### config.mk
export PLATFORM = sky130hd
export DESIGN_NAME = spi_txn_sequencer
export DESIGN_NICKNAME = d
export VERILOG_FILES = /design/src/rtl/spi_txn_sequencer.sv
export SDC_FILE = /design/constraint.sdc
export NUM_CORES = 1
export LEC_CHECK = 0
export ABC_AREA = 1
export CAP_MARGIN = 15
export CORE_MARGIN = 8
export CORE_UTILIZATION = 42
export DETAILED_ROUTE_END_ITERATION = 7
export GPL_TIMING_DRIVEN = 0
export HOLD_SLACK_MARGIN = 0.08
export PLACE_DENSITY = 0.84
export SETUP_SLACK_MARGIN = 0.1
export SYNTH_ARGS = -nofsm -noshare
export SYNTH_HDL_FRONTEND = slang
export SYNTH_SLANG_ARGS = --single-unit
### constraint.sdc
create_clock -name CLK -period 4.3 [get_ports CLK]
set_clock_uncertainty 0.05 [all_clocks]
set_input_delay 0.86 -clock CLK [delete_from_list [all_inputs] [get_ports CLK]]
set_output_delay 0.86 -clock CLK [all_outputs]
set_load 0.05 [all_outputs]
### src/rtl/spi_txn_sequencer.sv
// Two-requester round-robin burst sequencer for a master-mode SPI core.
// Define TIMEOUT_EN to add a watchdog on the BUSY waits (ERR pulse and burst drop).
module spi_txn_sequencer #(
  parameter logic [7:0] CTRL_CFG = 8'hE4,
  parameter int         TMO_CYC  = 255
) (
  input  logic       CLK,
  input  logic       CLR,
  input  logic [1:0] REQ,
  input  logic [7:0] TX_DATA0,
  input  logic [7:0] TX_DATA1,
  input  logic [1:0] BYTE_VALID,
  input  logic [1:0] LAST,
  output logic [1:0] GNT,
  output logic       BYTE_READY,
  output logic [7:0] RX_DATA,
  output logic       RX_VALID,
  output logic       ERR,
  output logic       SPI_WRITE,
  output logic       SPI_READ,
  output logic [7:0] SPI_CONTROL,
  output logic [7:0] SPI_TX,
  input  logic [7:0] SPI_RX,
  input  logic [7:0] SPI_STATUS
);

  typedef enum logic [3:0] {
    IDLE, ARB, FETCH_TX, LOAD, WAIT_BUSY, WAIT_DONE, READ, CAPTURE, RELEASE
  } state_t;

  state_t      state, state_nxt;
  logic        rr_ptr, gidx, last_q;
  logic [1:0]  gnt_q;
  logic        busy, accept, arb_pick, tmo, in_burst;
  logic [7:0]  tx_data_p0, rx_data_p1;
  logic        vld_p1;

  assign busy     = SPI_STATUS[0];
  assign accept   = (state == FETCH_TX) && BYTE_VALID[gidx];
  assign arb_pick = REQ[rr_ptr] ? rr_ptr : ~rr_ptr;
  assign in_burst = (state inside {FETCH_TX, LOAD, WAIT_BUSY, WAIT_DONE, READ, CAPTURE});

`ifdef TIMEOUT_EN
  localparam int CNT_W = $clog2(TMO_CYC + 1);
  localparam logic [CNT_W-1:0] TMO_LAST = CNT_W'(TMO_CYC - 1);
  logic [CNT_W-1:0] tmo_cnt;
  logic             unused_bits;
  assign unused_bits = ^SPI_STATUS[7:1];

  // Counter restarts on every state change, so each wait gets its own budget
  always_ff @(posedge CLK or posedge CLR) begin
    if (CLR)                                         tmo_cnt <= '0;
    else if (state != state_nxt)                     tmo_cnt <= '0;
    else if (state == WAIT_BUSY || state == WAIT_DONE) tmo_cnt <= tmo_cnt + 1'b1;
  end

  assign tmo = ((state == WAIT_BUSY && !busy) || (state == WAIT_DONE && busy)) &&
               (tmo_cnt == TMO_LAST);
`else
  logic unused_bits;
  assign unused_bits = ^{SPI_STATUS[7:1], (TMO_CYC != 0)};
  assign tmo = 1'b0;
`endif

  always_ff @(posedge CLK or posedge CLR) begin
    if (CLR) state <= IDLE;
    else     state <= state_nxt;
  end

  always_comb begin
    state_nxt = state;
    case (state)
      IDLE:      if (|REQ) state_nxt = ARB;
      ARB:       state_nxt = (|REQ) ? FETCH_TX : IDLE;
      FETCH_TX:  if (accept) state_nxt = LOAD;
      LOAD:      state_nxt = WAIT_BUSY;
      WAIT_BUSY: if (busy) state_nxt = WAIT_DONE; else if (tmo) state_nxt = RELEASE;
      WAIT_DONE: if (!busy) state_nxt = READ; else if (tmo) state_nxt = RELEASE;
      READ:      state_nxt = CAPTURE;
      CAPTURE:   state_nxt = last_q ? RELEASE : FETCH_TX;
      RELEASE:   state_nxt = IDLE;
      default:   state_nxt = IDLE;
    endcase
  end

  // Strobes and CONTROL decode straight from state so CLR clears them at once
  always_comb begin
    GNT         = in_burst ? gnt_q : 2'b00;
    BYTE_READY  = accept;
    SPI_WRITE   = (state == LOAD);
    SPI_READ    = (state == READ);
    SPI_CONTROL = in_burst ? CTRL_CFG : 8'h00;
    ERR         = tmo;
  end

  always_ff @(posedge CLK or posedge CLR) begin
    if (CLR) begin
      rr_ptr <= 1'b0;
      gidx   <= 1'b0;
      gnt_q  <= 2'b00;
      last_q <= 1'b0;
    end else begin
      if (state == ARB && (|REQ)) begin
        gidx  <= arb_pick;
        gnt_q <= arb_pick ? 2'b10 : 2'b01;
      end
      if (state == RELEASE) begin
        rr_ptr <= ~gidx;
        gnt_q  <= 2'b00;
      end
      if (accept) last_q <= LAST[gidx];
    end
  end

  // p0: transmit byte latched on accept
  always_ff @(posedge CLK or posedge CLR) begin
    if (CLR)         tx_data_p0 <= 8'h00;
    else if (accept) tx_data_p0 <= gidx ? TX_DATA1 : TX_DATA0;
  end

  // p1: received byte and its valid, launched from CAPTURE
  always_ff @(posedge CLK or posedge CLR) begin
    if (CLR) begin
      rx_data_p1 <= 8'h00;
      vld_p1     <= 1'b0;
    end else begin
      vld_p1 <= (state == CAPTURE);
      if (state == CAPTURE) rx_data_p1 <= SPI_RX;
    end
  end

  assign SPI_TX   = tx_data_p0;
  assign RX_DATA  = rx_data_p1;
  assign RX_VALID = vld_p1;

endmodule

==> metrics.txt <==
GRT Total Usage=13.6%; final net count=a little under 300; clk root buf=clkbuf_4; mean post-synth cell area=roughly 7.2 µm²; RSZ-0062 raised after global routing=false; count of final max-slew check failures=0; final hold violation count=0; clock power share=a little over a tenth; Combinational Power Share=between 60% and 70%; drt total wl=between 3000 and 4000 µm; final instance area=slightly above 2000 µm²; status=complete, no violations; Int Power=between 800 and 900 µW; Initial Utilization=43.9%; hold buffer count at CTS=0; number of buffers added on ports=a little under 60; sequential area share after synthesis=approximately half; Final GP Congestion=just over 0.8; Worst Path Required=around 3400 ps; routed len/inst=11.6 µm; total die area=around 5300 µm²; Remaining DRCs=0; ANT cells=0; fmax=around 260 MHz; Hold WC Path Type=reg -> reg; post-CTS resize count=0; switching pwr=about 850 µW; Reg clk slew, reported paths=between 100 and 150 ps; area grow syn2layout=52.5%; Max Cap Viol=0; post-CTS setup repair buffer count=0; Non-Filler Instances=between 200 and 300; # IOs=between 70 and 80; Max VDD drop=0.358 mV; critical path cell sequence=clkdlybuf4s50_1, inv_1, nand2_1, nand2_1, nor3_4, buf_6, clkdlybuf4s50_1; hold path depth=2; CTS Buffer Depth=2; vias in the first global route=~1.3k; Rel. slew slack=about a third; slew at the pin with the worst max-slew slack=977 ps; Synth cell types=17; Finish-stage setup viols=0; DP HPWL=2610 µm; Startpoint Class=input port; post-synthesis cell count=185; die height=around 72 µm; Min Hold Slack=roughly 440 ps; Pleak=around 0.0010 µW; final core occ=around two thirds; pin count of the biggest net entering global routing=27; Reg power frac=between 20 and 30%; Core Box Area=around 3100 µm²; critical path arrival=2880 ps; PD cells=806 nW/µm²; DP Area=1990 µm²; Largest stage delay, worst path=roughly 810 ps; share of layout cells above drive strength 1=under 10%; CTS tree=built; fraction of power spent switching nets=around half; synthesized cell area=roughly 1300 µm²; reg2reg path depth=5; initial antenna violation count=0; yosys warns=0; FP Rows=20; min Tclk post-route=approximately 3800 ps; initial drt markers=between 100 and 150; critical path capture point type=output port; first-pass GRT wire length=5750 µm; placed cells=~290; Num Clock Sinks=26; Detailed Routing Iterations Pass 1=4; Crit Path Class=in -> out; antenna-violating nets left=0; CP Max Fanout=10; Setup TNS Final=0 ps; GR Overflow Total=0; cts bufs inserted=3; die width=about 72 µm; Final period util=88.1%; #FFs+latches synth=26; clk_lat worst skew=between 300 and 400 ps; H-tree depth=1; Via Count=1247; Worst path slowest cell=clkdlybuf4s50_1; drt via density=4.23
==> logic make-up after synthesis <==
group | after synthesis | synth area share (%)
buffers and inverters | 35 | 13.1
other | 1 | 0.280
flip-flops | 26 | 48.6
AND/OR/NAND/NOR | 109 | 32.7
AO/OA/AOI/OAI | 14 | 5.42
==> critical path, delay by kind of cell <==
kind                   cells  cell delay, ps
buffers and inverters      4            1510
AND/OR/NAND/NOR            3             520
==> area by class of cell <==
cell class / count / area, µm²
Clock buffer: 3 / 22.5
Sequential cell: 26 / 651
Timing Repair Buffer: 58 / 581
Multi-Input combinational cell: 128 / 529
Buffer: 12 / 88.8
Clock inverter: 1 / 30.0
Fill cell: 277 / 1010
Tap cell: 44 / 55.1
Inverter: 23 / 86.3
==> cell usage after synthesis, drive strengths merged <==
library cell	count	area share (%)
nor2	16	4.5
o21ai	11	4.1
inv	22	6.2
clkinv	1	0.28
nand3b	2	1.1
a22oi	1	0.56
nand2	85	24
nor3	1	1.2
dfrtp	26	49
buf	12	6.6
conb	1	0.28
a21oi	2	0.75
nand3	5	1.9
==> metrics by stage <==
| stage | total power [µW] | worst slack (ps) |
|---|---|---|
| after floorplan | 1150 | 1890 |
| after global placement | 1470 | 511 |
| after detailed placement | 1480 | 514 |
| after CTS | 1660 | 494 |
| after global routing | 1760 | 431 |
| final | 1650 | 512 |
==> per-layer routing <==
metal	routed length, µm	share of wire (%)	vias up	GRT usage (%)
li1	-	-	668	-
met1	1530	45	534	16.3
met2	1580	46	40	22.2
met3	280	8.2	5	4.55
met4	39	1.1	0	5.11
met5	0	0	-	0
==> placed cells by master, fill, tap and decap left out <==
cell	instances
buf_6	1
nor3_4	1
nand2_1	84
clkbuf_4	3
a22oi_1	1
nor2_1	16
bufinv_16	1
o21ai_0	11
nand3_1	5
inv_1	21
inv_2	1
dfrtp_1	26
buf_2	2
clkinv_1	1
conb_1	5
nand2_2	1
clkdlybuf4s50_1	58
nand3b_1	2
a21oi_1	2
buf_4	9
==> power groups by stage <==
stage	clock network [µW]	logic [µW]	registers, µW
6_report	171	1060	416
5_1_grt	182	1150	430
4_1_cts	176	1070	416
3_5_place_dp	0	1070	420
3_3_place_gp	0	1050	417
2_1_floorplan	0	481	670
==> worst paths after layout <==
path                          startpoint          to  slack [ps]
min                           RX_DATA[7]  RX_DATA[7]         440
max reg2reg                     state[2]      last_q        2750
min reg2reg                   RX_DATA[7]  RX_DATA[7]         440
min in group asynchronous            CLR  RX_DATA[0]         990
max in group asynchronous            CLR   SPI_TX[4]        2630
max                        BYTE_VALID[1]  BYTE_READY         510
==> flip-flops by register name (all words and copies together) (netlist names) <==
name and count:
SPI_TX 8, RX_VALID 1, last_q 1, gidx 1, RX_DATA 8, state 4
rr_ptr 1, gnt_q 2
No activity file was read; power rests on OpenSTA's default activity.
